===== src/rtl/complex_mult_master_if.sv =====
// complex_mult_master_if: host operand/result FIFO ports plus the operand and result handshakes to the multiplier.
interface complex_mult_master_if #(
  parameter int DATA_WIDTH = 8,
  parameter int CNT_WIDTH = 16
);
  logic                    cmd_wr;
  logic [DATA_WIDTH-1:0]   cmd_1_re, cmd_1_im, cmd_2_re, cmd_2_im;
  logic                    cmd_full;
  logic                    ovf;
  logic                    op_val;
  logic                    op_ready;
  logic [DATA_WIDTH-1:0]   op_1_re, op_1_im, op_2_re, op_2_im;
  logic                    res_val;
  logic                    res_ready;
  logic [2*DATA_WIDTH-1:0] result_re, result_im;
  logic                    rd_en;
  logic [2*DATA_WIDTH-1:0] rd_re, rd_im;
  logic                    rd_empty;
  logic [CNT_WIDTH-1:0]    done_cnt;
  modport master (
    input  cmd_wr, cmd_1_re, cmd_1_im, cmd_2_re, cmd_2_im, op_ready, res_val, result_re, result_im, rd_en,
    output cmd_full, ovf, op_val, op_1_re, op_1_im, op_2_re, op_2_im, res_ready, rd_re, rd_im, rd_empty, done_cnt
  );
  modport slave (
    output cmd_wr, cmd_1_re, cmd_1_im, cmd_2_re, cmd_2_im, op_ready, res_val, result_re, result_im, rd_en,
    input  cmd_full, ovf, op_val, op_1_re, op_1_im, op_2_re, op_2_im, res_ready, rd_re, rd_im, rd_empty, done_cnt
  );
endinterface


===== src/rtl/complex_mult_master.sv =====
// complex_mult_master: buffers host operand sets, issues them one at a time to a sequential complex multiplier
// and queues each result for the host; a new operation starts only when a result slot is guaranteed.
module complex_mult_master #(
  parameter int DATA_WIDTH = 8,
  parameter int DEPTH = 4,
  parameter int CNT_WIDTH = 16
) (
  input logic clk,
  input logic rstn,
  input logic sw_rst,
  complex_mult_master_if.master bus
);
  localparam int AW = $clog2(DEPTH);
  localparam int OW = 4 * DATA_WIDTH;
  localparam int RW = 4 * DATA_WIDTH;
  localparam logic [1:0] IDLE = 2'd0, ISSUE = 2'd1, WAIT = 2'd2;
  logic [OW-1:0] cmem [DEPTH];
  logic [RW-1:0] rmem [DEPTH];
  logic [AW-1:0] cwp_q, cwp_d, crp_q, crp_d, rwp_q, rwp_d, rrp_q, rrp_d;
  logic [AW:0] ccnt_q, ccnt_d, rcnt_q, rcnt_d;
  logic [1:0] st_q, st_d;
  logic [OW-1:0] op_q, op_d;
  logic ovf_q, ovf_d;
  logic [CNT_WIDTH-1:0] cnt_q, cnt_d;
  logic c_full, r_empty, c_push, c_pop, r_push, r_pop, start;
  assign c_full  = ccnt_q == (AW+1)'(DEPTH);
  assign r_empty = rcnt_q == '0;
  assign c_push  = bus.cmd_wr && !c_full;
  assign c_pop   = st_q == ISSUE && bus.op_ready;
  assign r_push  = st_q == WAIT && bus.res_val;
  assign r_pop   = bus.rd_en && !r_empty;
  // Start only with a free result slot so a returning result can never be dropped.
  assign start   = st_q == IDLE && ccnt_q != '0 && rcnt_q != (AW+1)'(DEPTH);
  always_comb begin
    st_d   = start ? ISSUE : c_pop ? WAIT : r_push ? IDLE : st_q;
    cwp_d  = cwp_q + AW'(c_push);
    crp_d  = crp_q + AW'(c_pop);
    rwp_d  = rwp_q + AW'(r_push);
    rrp_d  = rrp_q + AW'(r_pop);
    ccnt_d = ccnt_q + (AW+1)'(c_push) - (AW+1)'(c_pop);
    rcnt_d = rcnt_q + (AW+1)'(r_push) - (AW+1)'(r_pop);
    op_d   = start ? cmem[crp_q] : op_q;
    ovf_d  = ovf_q | (bus.cmd_wr & c_full);
    cnt_d  = cnt_q + CNT_WIDTH'(r_push);
  end
  always_ff @(posedge clk or negedge rstn)
    if (!rstn)
      {st_q, cwp_q, crp_q, rwp_q, rrp_q, ccnt_q, rcnt_q, op_q, ovf_q, cnt_q} <= '0;
    else
      {st_q, cwp_q, crp_q, rwp_q, rrp_q, ccnt_q, rcnt_q, op_q, ovf_q, cnt_q} <= sw_rst ? '0 :
        {st_d, cwp_d, crp_d, rwp_d, rrp_d, ccnt_d, rcnt_d, op_d, ovf_d, cnt_d};
  always_ff @(posedge clk) begin
    if (c_push) cmem[cwp_q] <= {bus.cmd_1_re, bus.cmd_1_im, bus.cmd_2_re, bus.cmd_2_im};
    if (r_push) rmem[rwp_q] <= {bus.result_re, bus.result_im};
  end
  assign bus.cmd_full  = c_full;
  assign bus.ovf       = ovf_q;
  assign bus.op_val    = st_q == ISSUE;
  assign bus.res_ready = st_q == WAIT;
  assign {bus.op_1_re, bus.op_1_im, bus.op_2_re, bus.op_2_im} = op_q;
  assign {bus.rd_re, bus.rd_im} = r_empty ? '0 : rmem[rrp_q];
  assign bus.rd_empty  = r_empty;
  assign bus.done_cnt  = cnt_q;
endmodule


===== src/flat_wrapper.sv =====
// flat-port wrapper written by rule: the top's interface ports become plain ports
module complex_mult_master_flat 
#(
  parameter int DATA_WIDTH = 8,
  parameter int DEPTH = 4,
  parameter int CNT_WIDTH = 16
)
  (clk, rstn, sw_rst, bus_cmd_wr, bus_cmd_1_re, bus_cmd_1_im, bus_cmd_2_re, bus_cmd_2_im, bus_op_ready, bus_res_val, bus_result_re, bus_result_im, bus_rd_en, bus_cmd_full, bus_ovf, bus_op_val, bus_op_1_re, bus_op_1_im, bus_op_2_re, bus_op_2_im, bus_res_ready, bus_rd_re, bus_rd_im, bus_rd_empty, bus_done_cnt);
  complex_mult_master_if #(.DATA_WIDTH(DATA_WIDTH), .CNT_WIDTH(CNT_WIDTH)) bus_i ();
  input logic clk;
  input logic rstn;
  input logic sw_rst;
  input wire logic [$bits(bus_i.cmd_wr)-1:0] bus_cmd_wr;
  input wire logic [$bits(bus_i.cmd_1_re)-1:0] bus_cmd_1_re;
  input wire logic [$bits(bus_i.cmd_1_im)-1:0] bus_cmd_1_im;
  input wire logic [$bits(bus_i.cmd_2_re)-1:0] bus_cmd_2_re;
  input wire logic [$bits(bus_i.cmd_2_im)-1:0] bus_cmd_2_im;
  input wire logic [$bits(bus_i.op_ready)-1:0] bus_op_ready;
  input wire logic [$bits(bus_i.res_val)-1:0] bus_res_val;
  input wire logic [$bits(bus_i.result_re)-1:0] bus_result_re;
  input wire logic [$bits(bus_i.result_im)-1:0] bus_result_im;
  input wire logic [$bits(bus_i.rd_en)-1:0] bus_rd_en;
  output wire logic [$bits(bus_i.cmd_full)-1:0] bus_cmd_full;
  output wire logic [$bits(bus_i.ovf)-1:0] bus_ovf;
  output wire logic [$bits(bus_i.op_val)-1:0] bus_op_val;
  output wire logic [$bits(bus_i.op_1_re)-1:0] bus_op_1_re;
  output wire logic [$bits(bus_i.op_1_im)-1:0] bus_op_1_im;
  output wire logic [$bits(bus_i.op_2_re)-1:0] bus_op_2_re;
  output wire logic [$bits(bus_i.op_2_im)-1:0] bus_op_2_im;
  output wire logic [$bits(bus_i.res_ready)-1:0] bus_res_ready;
  output wire logic [$bits(bus_i.rd_re)-1:0] bus_rd_re;
  output wire logic [$bits(bus_i.rd_im)-1:0] bus_rd_im;
  output wire logic [$bits(bus_i.rd_empty)-1:0] bus_rd_empty;
  output wire logic [$bits(bus_i.done_cnt)-1:0] bus_done_cnt;
  assign bus_i.cmd_wr = bus_cmd_wr;
  assign bus_i.cmd_1_re = bus_cmd_1_re;
  assign bus_i.cmd_1_im = bus_cmd_1_im;
  assign bus_i.cmd_2_re = bus_cmd_2_re;
  assign bus_i.cmd_2_im = bus_cmd_2_im;
  assign bus_i.op_ready = bus_op_ready;
  assign bus_i.res_val = bus_res_val;
  assign bus_i.result_re = bus_result_re;
  assign bus_i.result_im = bus_result_im;
  assign bus_i.rd_en = bus_rd_en;
  assign bus_cmd_full = bus_i.cmd_full;
  assign bus_ovf = bus_i.ovf;
  assign bus_op_val = bus_i.op_val;
  assign bus_op_1_re = bus_i.op_1_re;
  assign bus_op_1_im = bus_i.op_1_im;
  assign bus_op_2_re = bus_i.op_2_re;
  assign bus_op_2_im = bus_i.op_2_im;
  assign bus_res_ready = bus_i.res_ready;
  assign bus_rd_re = bus_i.rd_re;
  assign bus_rd_im = bus_i.rd_im;
  assign bus_rd_empty = bus_i.rd_empty;
  assign bus_done_cnt = bus_i.done_cnt;
  complex_mult_master #(.DATA_WIDTH(DATA_WIDTH), .DEPTH(DEPTH), .CNT_WIDTH(CNT_WIDTH)) u_core (.clk(clk), .rstn(rstn), .sw_rst(sw_rst), .bus(bus_i));
endmodule

===== config.mk =====
export PLATFORM = sky130hd
export DESIGN_NAME = complex_mult_master_flat
export DESIGN_NICKNAME = d
export VERILOG_FILES = /design/src/rtl/complex_mult_master_if.sv /design/src/rtl/complex_mult_master.sv /design/src/flat_wrapper.sv
export SDC_FILE = /design/constraint.sdc
export NUM_CORES = 1
export LEC_CHECK = 0
export ABC_AREA = 1
export CAP_MARGIN = 20
export CORE_ASPECT_RATIO = 0.6
export CORE_UTILIZATION = 60
export CTS_CLUSTER_DIAMETER = 80
export DETAILED_ROUTE_END_ITERATION = 10
export DONT_BUFFER_PORTS = 1
export GPL_TIMING_DRIVEN = 0
export MAX_ROUTING_LAYER = met4
export PLACE_DENSITY = 0.73
export SETUP_SLACK_MARGIN = 0.3
export SLEW_MARGIN = 20
export SYNTH_ARGS = -nofsm -noshare
export SYNTH_HDL_FRONTEND = slang
export SYNTH_SLANG_ARGS = --single-unit

===== constraint.sdc =====
create_clock -name clk -period 3.9 [get_ports clk]
set_input_delay 0.585 -clock clk [delete_from_list [all_inputs] [get_ports clk]]
set_output_delay 0.585 -clock clk [all_outputs]
set_load 0.03 [all_outputs]

==> key figures, run 1 <==
Detailed routing
  – Post-DR vias/cell: approximately 5.7
  – Via Count: just over 8000
  – Post-route ant nets: 0
  – First-pass iteration count of the detailed router: 5
  – Starting DRT DRC Count: approximately 700
  – Routed WL per cell: slightly below 20 um
  – WL final: ~29000 um
  – Drc violations: 0

Clock network
  – Post-CTS setup repair buffer count: 0
  – Max Root-Sink Buffers: 3
  – Clock tree from TritonCTS: built
  – Worst-Skew Late Latency: approximately 0.53 ns
  – Hold buffer count at cts: 2
  – Max H-tree Level: 1
  – Post-CTS Resized: 0
  – CTS Sinks: between 300 and 400
  – Num CTS Buffers: 28
  – Worst-path clk slew: around 0.07 ns
  – Clock Root Buffer: clkbuf_16

Timing
  – Setup violators final: 0
  – Clk_skew: ~0.0090 ns
  – Max Fclk: roughly 330 MHz
  – Final hold violation count: 0
  – Min Hold Slack: approximately 0.14 ns
  – Post-route setup TNS: 0 ns
  – RSZ-0062 raised after global routing: no
  – Worst-margin pin slew: between 0.8 and 0.9 ns
  – Slew HR: 45.7%
  – Final min period: 3.02 ns
  – Max-slew violations: 0
  – Tcrit/Tclk final: 77.5%

Critical path
  – Crit Path Category: flip-flop to primary output
  – CP endpoint: bus_rd_re[6]
  – Critical Path Fanout Max: 10
  – Crit. End Element: primary output
  – WP data arrival: 2.44 ns
  – CP Launch Point: u_core.rrp_q[0]$_DFF_PN0_
  – RR Startpoint: u_core.st_q[0]$_DFFE_PN0P_
  – Cell Chain, Critical Path: inv_2 > clkbuf_1 > o21ai_0 > a21oi_1
  – Capturing point of the worst reg2reg path: u_core.rmem[1][7]$_DFFE_PP_
  – Worst Setup Start Kind: flip-flop
  – Slowest Stage Delay on Critical Path: 0.61 ns
  – R2R Setup Slk: between 1 and 1.5 ns
  – Reg2reg path depth: 6
  – Required time of the critical path: ~3.3 ns
  – CP max-delay cell: a21oi_1

Floorplanning
  – Ports: roughly 160
  – Core area: around 21000 um^2
  – FP Rows: 41
  – Initial Utilization: about three fifths
  – Die area: approximately 22000 um^2
  – Die Wd: 192 um
  – Die Span Y: 116 um

Flow run
  – Max_cap viols: 0

Global routing
  – Largest net degree at the start of global routing: 66
  – First-pass GRT wire length: around 43000 um
  – Total GRT Usage: between 20 and 30%
  – Initial antenna violation count: 0
  – Remaining global-route overflow: 0
  – Number of global-route vias before repair: approximately 7800

Placement
  – Final GP Congestion: 0.853
  – Post-DP HPWL: approximately 20000 um
  – Port bufs: 0
  – Placement Cell Area: 13700 um^2
  – Dpl cells: around 1400

Yosys
  – Distinct cells, synth: 33
  – Area leader, netlist: edfxtp_1
  – Post-synth EDFFs: 256
  – YS warnings: 0
  – Most common flop cell mapped by yosys: edfxtp_1
  – Seq/Total Area, Yosys: slightly above 70%
  – Top-area cell type share of the netlist area: between 50% and 60%
  – Largest cells by area after synthesis: edfxtp_1 59%, dfrtp_1 13%, nor2_1 4.9%
  – Yosys reg bits: around 320
  – Mapped Nets: 1159
  – Avg Inst Size Synth: ~12 um^2
  – Synthesized instance count: between 1000 and 1500
  – Synth async-reset ratio: roughly a fifth
  – Mapped cell area: 13000 um^2

Hold path
  – Hold Crit Depth: 0
  – Hold crit path type: input port to flip-flop

Finish
  – Post-route cell area: between 10000 and 15000 um^2
  – Post-Route Utilization: between 60 and 70%
  – Finished Layout Cells: around 1400
  – Layout cells sized above 1: between 10% and 20%
  – # nets final: around 1200
  – Diode count: 0
  – Syn-to-layout area delta: 12.5%

Outcome
  – Status: finished, final reports clean

Power and ir drop
  – Power per cell area: 667 nW/um^2
  – VDD IR max: 391 uV
  – Lkg Pwr: 5.56 nW
[synthesized netlist by cell type, types with 11 or more instances]
library cell / count
edfxtp_1: 256
nor2_1: 169
nand2_1: 100
inv_1: 98
o21ai_0: 94
a21oi_1: 74
dfrtp_1: 65
nand3_1: 39
nand4_1: 33
o211ai_1: 32
buf_2: 25
clkbuf_1: 15
nor3_1: 12
buf_6: 11
o21ai_1: 11
[metal layers]
metal	global-route usage [%]	up-vias	wire length (um)
met2	37.8	348	12200
met3	7.06	37	3150
li1	-	3877	-
met5	-	-	0
met4	5.34	0	445
met1	39.4	3940	12900
[layout make-up]
class                      count  area (um^2)
buffer                        60          359
sequential                   321         9310
tap                          279          349
clock buffer                  40          797
timing repair buffer          34          327
clock inverter                11          113
inverter                     103          389
multi-input combinational    593         2960
fill                        1466         6480
[cells by family after synthesis]
group                    after synthesis  synth area share (%)
AO/OA/AOI/OAI                        213                  8.86
adder cells (fa/ha/maj)               11                  1.18
flip-flops                           321                  71.7
XOR/XNOR                               6                 0.405
buffers and inverters                163                  5.76
AND/OR/NAND/NOR                      363                  12.0
[flip-flops by register name (all words and copies together) (netlist names)]
register / cells
u_core.op_q: 32
u_core.cmem: 128
u_core.cwp_q: 2
u_core.rcnt_q: 3
u_core.rwp_q: 2
u_core.st_q: 2
u_core.crp_q: 2
u_core.rmem: 128
u_core.bus.ovf: 1
u_core.bus.done_cnt: 16
u_core.ccnt_q: 3
u_core.rrp_q: 2
[report_power, final]
| part | leakage (nW) | internal (mW) | switching (mW) |
|---|---|---|---|
| clock | 0.441 | 1.55 | 1.18 |
| combinational | 1.91 | 0.646 | 1.81 |
| sequential | 3.21 | 4.07 | 0.489 |
[per-stage QoR]
step | setup WS (ns) | total power [mW]
finish | 0.879 | 9.75
global route | 0.725 | 10.2
CTS | 0.872 | 9.78
detailed placement | 1.08 | 7.06
global placement | -1.75 | 6.98
floorplan | 0.0967 | 6.38
[worst max-delay path: cells and delay by family (launching register included)]
kind	cells	cell delay, ns
AO/OA/AOI/OAI	2	0.85
buffers and inverters	2	0.64
flip-flops	1	0.42
[how the worst min path moves through the flow]
| stage | start | endpoint | slack, ns |
|---|---|---|---|
| final | bus_cmd_1_re[5] | u_core.cmem[3][29]$_DFFE_PP_ | 0.14 |
| after detailed placement | rstn | u_core.op_q[24]$_DFFE_PN0P_ | 0.29 |
| after floorplan | rstn | u_core.bus.done_cnt[0]$_DFF_PN0_ | 0.29 |
| after global placement | rstn | u_core.op_q[24]$_DFFE_PN0P_ | 0.29 |
| after CTS | bus_cmd_1_re[5] | u_core.cmem[0][29]$_DFFE_PP_ | 0.12 |
| after global routing | bus_result_im[15] | u_core.rmem[0][15]$_DFFE_PP_ | 0.12 |
[layout by cell type, fill, tap and decap left out, types with 2 or more instances in the layout]
master and count:
nor3_2 9, nor2_1 169, nor3_1 4, xnor2_1 4, o21ai_1 11, dfrtp_1 65
nand3_1 39, inv_1 98, nand4_1 33, xor2_1 2, ha_1 9, edfxtp_1 256
clkinv_2 6, nand2_1 100, buf_1 3, o211ai_1 32, nor2_2 2, nand2_2 3
buf_2 25, inv_2 4, o21ai_0 94, a21oi_1 74, clkbuf_8 3, clkinvlp_4 3
buf_6 24, fa_1 2, bufinv_16 2, clkbuf_16 29, buf_4 24, clkbuf_1 23
Power figures use the tool's default switching activity.
==> inputs of run 2 (changes only) <==
==> constraint.sdc (replaced) <==
create_clock -name clk -period 2.9 [get_ports clk]
set_input_delay 0.435 -clock clk [delete_from_list [all_inputs] [get_ports clk]]
set_output_delay 0.435 -clock clk [all_outputs]
set_load 0.03 [all_outputs]
==> key figures, run 2 (synthesized netlist as in run 1, its figures left out) <==
Outcome
  – Status: finished, final reports clean

Critical path
  – WP data arrival: 2.05 ns (-0.39 ns)
  – Crit Path Category: flip-flop to primary output
  – Worst Setup Start Kind: flip-flop
  – Capturing point of the worst reg2reg path: u_core.ccnt_q[2]$_DFF_PN0_
  – RR Startpoint: u_core.st_q[0]$_DFFE_PN0P_
  – R2R Setup Slk: 0.51 ns (-0.63 ns)
  – Crit. End Element: primary output
  – CP Launch Point: u_core.rrp_q[1]$_DFF_PN0_
  – Required time of the critical path: 2.47 ns (-0.84 ns)
  – Critical Path Fanout Max: 10 (unchanged)
  – Reg2reg path depth: 9 (+3)

Finish
  – Layout cells sized above 1: 14.7% (+2.5 points)
  – Most frequent cells in the layout: 256 x edfxtp_1, 168 x nor2_1, 99 x nand2_1, 98 x inv_1, 94 x o21ai_0
  – Diode count: 0 (unchanged)
  – Syn-to-layout area delta: 19.4%
  – Post-Route Utilization: 73.5% (+4.3 points)
  – Most common cell after layout, fill and taps aside: edfxtp_1
  – # nets final: 1286 (+5.2%)
  – Finished Layout Cells: 1505 (+4.4%)

Power and ir drop
  – VDD IR max: 587 uV (+50%)
  – Lkg Pwr: 5.89 nW (+6.0%)
  – Sw Share: 35.8% (+0.20 points)
  – Seq pwr share: 44.7% (-2.1 points)
  – Switching power: 4.93 mW (+42%)
  – Logic pwr share: 26.6% (+1.4 points)
  – Power per cell area: 887 nW/um^2 (+33%)
  – Internal power: 8.82 mW (+41%)
  – Total power: 13.8 mW (+41%)
  – Clock Power Share: 28.7% (+0.7 points)

Hold path
  – Hold Crit Depth: 2 (+2)
  – Hold Path End: u_core.bus.ovf$_DFF_PN0_
  – Hold Path Origin: bus_cmd_wr
  – Hold crit path type: input port to flip-flop

Clock network
  – Clock Root Buffer: clkbuf_16
  – Max Root-Sink Buffers: 3 (unchanged)
  – CTS Sinks: 321 (unchanged)
  – Clock tree from TritonCTS: built
  – Worst-path clk slew: 0.07 ns (about the same)
  – Num CTS Buffers: 29 (+3.6%)
  – Worst-Skew Late Latency: 0.54 ns (about the same)
  – Max H-tree Level: 1 (unchanged)

Floorplanning
  – Die Wd: 192 um (unchanged)
  – FP Rows: 41 (unchanged)
  – Die Span Y: 116 um (unchanged)
  – Core area: 21100 um^2 (unchanged)
  – Die area: 22200 um^2 (unchanged)
  – Initial Utilization: 61.6% (unchanged)
  – Ports: 156 (unchanged)

Detailed routing
  – Drc violations: 0 (unchanged)
  – WL final: 30300 um (+5.8%)
  – First-pass iteration count of the detailed router: 5 (unchanged)
  – Post-route ant nets: 0 (unchanged)
  – Post-DR vias/cell: 5.76 (+1.2%)
  – Starting DRT DRC Count: 675 (-3.3%)
  – Via Count: 8666 (+5.7%)
  – Routed WL per cell: 20.1 um (+1.3%)

Timing
  – Final min period: around 2.5 ns
  – Post-route setup TNS: 0 ns (unchanged)
  – Max-slew violations: 0 (unchanged)
  – Tcrit/Tclk final: 85.7%
  – Worst-margin pin slew: 0.743 ns (-0.0738 ns)
  – Final hold violation count: 0 (unchanged)
  – Slew HR: 50.3% (+4.6 points)
  – Max Fclk: about 400 MHz
  – Min Hold Slack: 0.0378 ns (-0.106 ns)
  – Clk_skew: 0.0155 ns (+0.00651 ns)
  – RSZ-0062 raised after global routing: yes
  – Setup violators final: 0 (unchanged)

Global routing
  – Initial antenna violation count: 0 (unchanged)
  – First-pass GRT wire length: 45900 um (+5.8%)
  – Largest net degree at the start of global routing: 66 (unchanged)
  – Remaining global-route overflow: 0 (unchanged)
  – Number of global-route vias before repair: 8251 (+5.8%)
  – Total GRT Usage: 28.3% (+1.5 points)

Placement
  – Final GP Congestion: 0.849 (-0.53%)
  – Post-DP HPWL: 19900 um (-0.78%)
  – Dpl cells: 1380 (-0.58%)
  – Port bufs: 0 (unchanged)

Flow run
  – Max_cap viols: 0 (unchanged)
-- run 2: area by class of cell --
class / instances / area (um^2)
multi-input cells: 593 / 3120
well taps: 279 / 349
inverters: 103 / 389
fillers: 1340 / 5580
repair buffers: 96 / 978
clock buffers: 37 / 766
plain buffers: 60 / 369
flip-flops and latches: 321 / 9310
clock inverters: 16 / 216
-- run 2: timing repair --
action / 4_1_cts / 5_1_grt
pin swaps: 3 / 3
setup endpoints to repair: 135 / 36
hold buffers: 66 / 0
gates cloned: 0 / 0
setup buffers: 4 / 2
gates resized for setup: 33 / 13
hold endpoints to repair: 321 / 0
-- run 2: power groups by stage --
stage / Combinational, mW / Clock, mW / Sequential (mW)
2_1_floorplan: 2.40 / 0 / 6.18
3_3_place_gp: 3.13 / 0 / 6.25
3_5_place_dp: 3.25 / 0 / 6.23
4_1_cts: 3.56 / 3.97 / 6.15
5_1_grt: 3.98 / 4.16 / 6.20
6_report: 3.65 / 3.95 / 6.15
-- run 2: worst max-delay path by stage --
stage	to	slack, ns	cells after the start
2_1_floorplan	u_core.cmem[0][0]$_DFFE_PP_	-0.39	4
3_3_place_gp	u_core.cmem[0][8]$_DFFE_PP_	-2.26	4
3_5_place_dp	u_core.rmem[2][15]$_DFFE_PP_	-0.02	5
4_1_cts	bus_rd_im[12]	0.30	4
5_1_grt	u_core.bus.done_cnt[15]$_DFF_PN0_	0.28	12
6_report	bus_rd_re[6]	0.41	6
-- run 2: layer usage --
metal | vias to the layer above | share of wire (%) | GRT usage (%)
met4 | 0 | 1.5 | 4.55
met2 | 398 | 44 | 40.9
li1 | 4010 | - | -
met5 | - | 0 | -
met3 | 40 | 9.0 | 4.63
met1 | 4218 | 46 | 43.2
-- run 2: through the flow --
step           instance area, um^2  setup slack [ns]
2_1_floorplan                13000            -0.391
3_3_place_gp                 13400             -2.26
3_5_place_dp                 13700           -0.0235
4_1_cts                      15500             0.302
5_1_grt                      15500             0.280
6_report                     15500             0.414
-- run 2: critical path, stage by stage (launching register included) --
cell and delay (ns):
dfrtp_1 0.32, buf_4 0.16, inv_1 0.13, buf_2 0.23, nor2_1 0.11, o21ai_0 0.14
a21oi_2 0.43
==> inputs of run 3 (changes only) <==
--- a/config.mk
+++ b/config.mk
@@ -12,7 +12,6 @@
 export CTS_CLUSTER_DIAMETER = 80
 export DETAILED_ROUTE_END_ITERATION = 10
 export DONT_BUFFER_PORTS = 1
-export GPL_TIMING_DRIVEN = 0
 export MAX_ROUTING_LAYER = met4
 export PLACE_DENSITY = 0.73
 export SETUP_SLACK_MARGIN = 0.3
==> key figures, run 3 (synthesized netlist as in run 1, its figures left out) <==
Outcome
  – Status: finished, final reports clean

Flow run
  – Max_cap viols: 0 (unchanged)

Timing
  – Post-route setup TNS: 0 ns (unchanged)
  – Max-slew violations: 0 (unchanged)
  – Slew HR: 49.0% (-1.2 points)
  – Final hold violation count: 0 (unchanged)
  – Tcrit/Tclk final: 85.8% (+0.095 points)
  – Min Hold Slack: 0.0399 ns (+0.00210 ns)
  – Worst-margin pin slew: 0.762 ns (+0.0187 ns)
  – Final min period: 2.49 ns (+0.00275 ns)
  – Max Fclk: 402 MHz (-0.11%)
  – RSZ-0062 raised after global routing: yes
  – Clk_skew: 0.0169 ns (+0.00145 ns)
  – Setup violators final: 0 (unchanged)

Clock network
  – Clock tree from TritonCTS: built
  – Worst-Skew Late Latency: 0.54 ns (about the same)
  – Max H-tree Level: 1 (unchanged)
  – Max Root-Sink Buffers: 3 (unchanged)
  – CTS Sinks: 321 (unchanged)
  – Clock Root Buffer: clkbuf_16
  – Worst-path clk slew: 0.06 ns (about the same)
  – Num CTS Buffers: 28 (-3.4%)

Detailed routing
  – Via Count: 8236 (-5.0%)
  – Routed WL per cell: 18.5 um (-8.0%)
  – Starting DRT DRC Count: 686 (+1.6%)
  – Drc violations: 0 (unchanged)
  – WL final: 27100 um (-10%)
  – Post-DR vias/cell: 5.62 (-2.4%)
  – Post-route ant nets: 0 (unchanged)
  – First-pass iteration count of the detailed router: 5 (unchanged)

Finish
  – Syn-to-layout area delta: 15.6%
  – Post-route cell area: 15000 um^2 (-3.3%)
  – Diode count: 0 (unchanged)
  – Most frequent cells in the layout: 256 x edfxtp_1, 169 x nor2_1, 100 x nand2_1, 97 x inv_1, 94 x o21ai_0
  – Most common cell after layout, fill and taps aside: edfxtp_1
  – Layout cells sized above 1: 9.60% (-5.1 points)
  – # nets final: 1248 (-3.0%)
  – Post-Route Utilization: 71.1% (-2.4 points)

Global routing
  – GRT busiest layer: met2
  – Largest net degree at the start of global routing: 73 (+11%)
  – Remaining global-route overflow: 0 (unchanged)
  – Total GRT Usage: 25.1% (-3.3 points)
  – First-pass GRT wire length: 41300 um (-9.9%)
  – Met1 GRT Util: 36.5% (-6.7 points)
  – GRT met2 Usage: 36.8% (-4.1 points)
  – Initial antenna violation count: 0 (unchanged)
  – Number of global-route vias before repair: 7644 (-7.4%)
  – GR Util met3: 4.91% (+0.27 points)

Critical path
  – Worst Setup Start Kind: flip-flop
  – Reg2reg path depth: 12 (+3)
  – CP endpoint: bus_rd_re[2]
  – Required time of the critical path: 2.47 ns (about the same)
  – WP data arrival: 2.05 ns (about the same)
  – Critical Path Fanout Max: 32 (+22)
  – R2R Setup Slk: 0.77 ns (+0.26 ns)
  – CP Launch Point: u_core.rrp_q[1]$_DFF_PN0_
  – Crit. End Element: primary output
  – Capturing point of the worst reg2reg path: u_core.bus.done_cnt[15]$_DFF_PN0_
  – RR Startpoint: u_core.st_q[1]$_DFFE_PN0P_
  – Crit Path Category: flip-flop to primary output

Hold path
  – Hold crit path type: input port to flip-flop
  – Hold Crit Depth: 2 (unchanged)

Floorplanning
  – Ports: 156 (unchanged)
  – Die Span Y: 116 um (unchanged)
  – Die area: 22200 um^2 (unchanged)
  – Die Wd: 192 um (unchanged)
  – Core area: 21100 um^2 (unchanged)
  – Initial Utilization: 61.6% (unchanged)
  – FP Rows: 41 (unchanged)

Placement
  – Final GP Congestion: 0.843 (-0.74%)
  – Post-DP HPWL: 15200 um (-24%)
  – Placement Cell Area: 13500 um^2 (-1.2%)
  – Port bufs: 0 (unchanged)

Power and ir drop
  – Total power: 13.0 mW (-5.8%)
  – VDD IR max: 681 uV (+16%)
  – Power per cell area: 864 nW/um^2 (-2.6%)
  – Lkg Pwr: 5.67 nW (-3.8%)
[run 3: cell types whose count changed in the layout (fill, tap and decap cells not counted), moves of 7 or more]
cell / delta
a21oi_1: +32
a21oi_2: -31
buf_2: -24
buf_4: +25
buf_6: -17
buf_8: -7
clkbuf_2: -7
[run 3: repair_timing]
| item | CTS | global route |
|---|---|---|
| endpoints found under the hold margin | 341 | 0 |
| buffers inserted | 0 | 1 |
| hold buffers | 67 | 0 |
| setup endpoints to repair | 0 | 14 |
| gates resized for setup | 0 | 1 |
[run 3: worst min path at each step]
stage | start | to | slack, ns
5_1_grt | sw_rst | u_core.bus.done_cnt[3]$_DFF_PN0_ | 0.03
3_5_place_dp | rstn | u_core.op_q[24]$_DFFE_PN0P_ | 0.14
3_3_place_gp | rstn | u_core.op_q[24]$_DFFE_PN0P_ | 0.14
6_report | sw_rst | u_core.bus.done_cnt[3]$_DFF_PN0_ | 0.04
2_1_floorplan | rstn | u_core.bus.done_cnt[0]$_DFF_PN0_ | 0.14
4_1_cts | bus_cmd_wr | u_core.bus.ovf$_DFF_PN0_ | 0.02
[run 3: layout make-up]
cell class / count / area, um^2
clock buffer: 42 / 785
clock inverter: 9 / 37.5
fill: 1422 / 6080
inverter: 103 / 389
multi-input combinational: 593 / 2990
sequential: 321 / 9320
tap: 279 / 349
timing repair buffer: 119 / 1130
[run 3: routing by layer]
layer	vias up	routed length, um
met5	-	0
met4	0	475
met3	40	2100
met2	296	12100
met1	3970	12400
li1	3930	-
[run 3: worst max-delay path, stage by stage, from the launching register on]
cell     delay, ns
dfrtp_2       0.47
inv_1         0.06
buf_4         0.26
nor2_1        0.14
o21ai_1       0.07
a21oi_1       0.28
buf_4         0.23
[run 3: report_power, final]
part | internal (mW) | switching [mW]
combinational | 1.02 | 2.30
sequential | 5.48 | 0.745
clock | 1.86 | 1.55
total | 8.36 | 4.59
[run 3: stage by stage]
step / setup WS [ns] / cells
CTS: 0.336 / 1465
detailed placement: 0.811 / 1347
finish: 0.412 / 1466
global placement: 0.894 / 1347
floorplan: -0.391 / 1077
global route: 0.296 / 1466
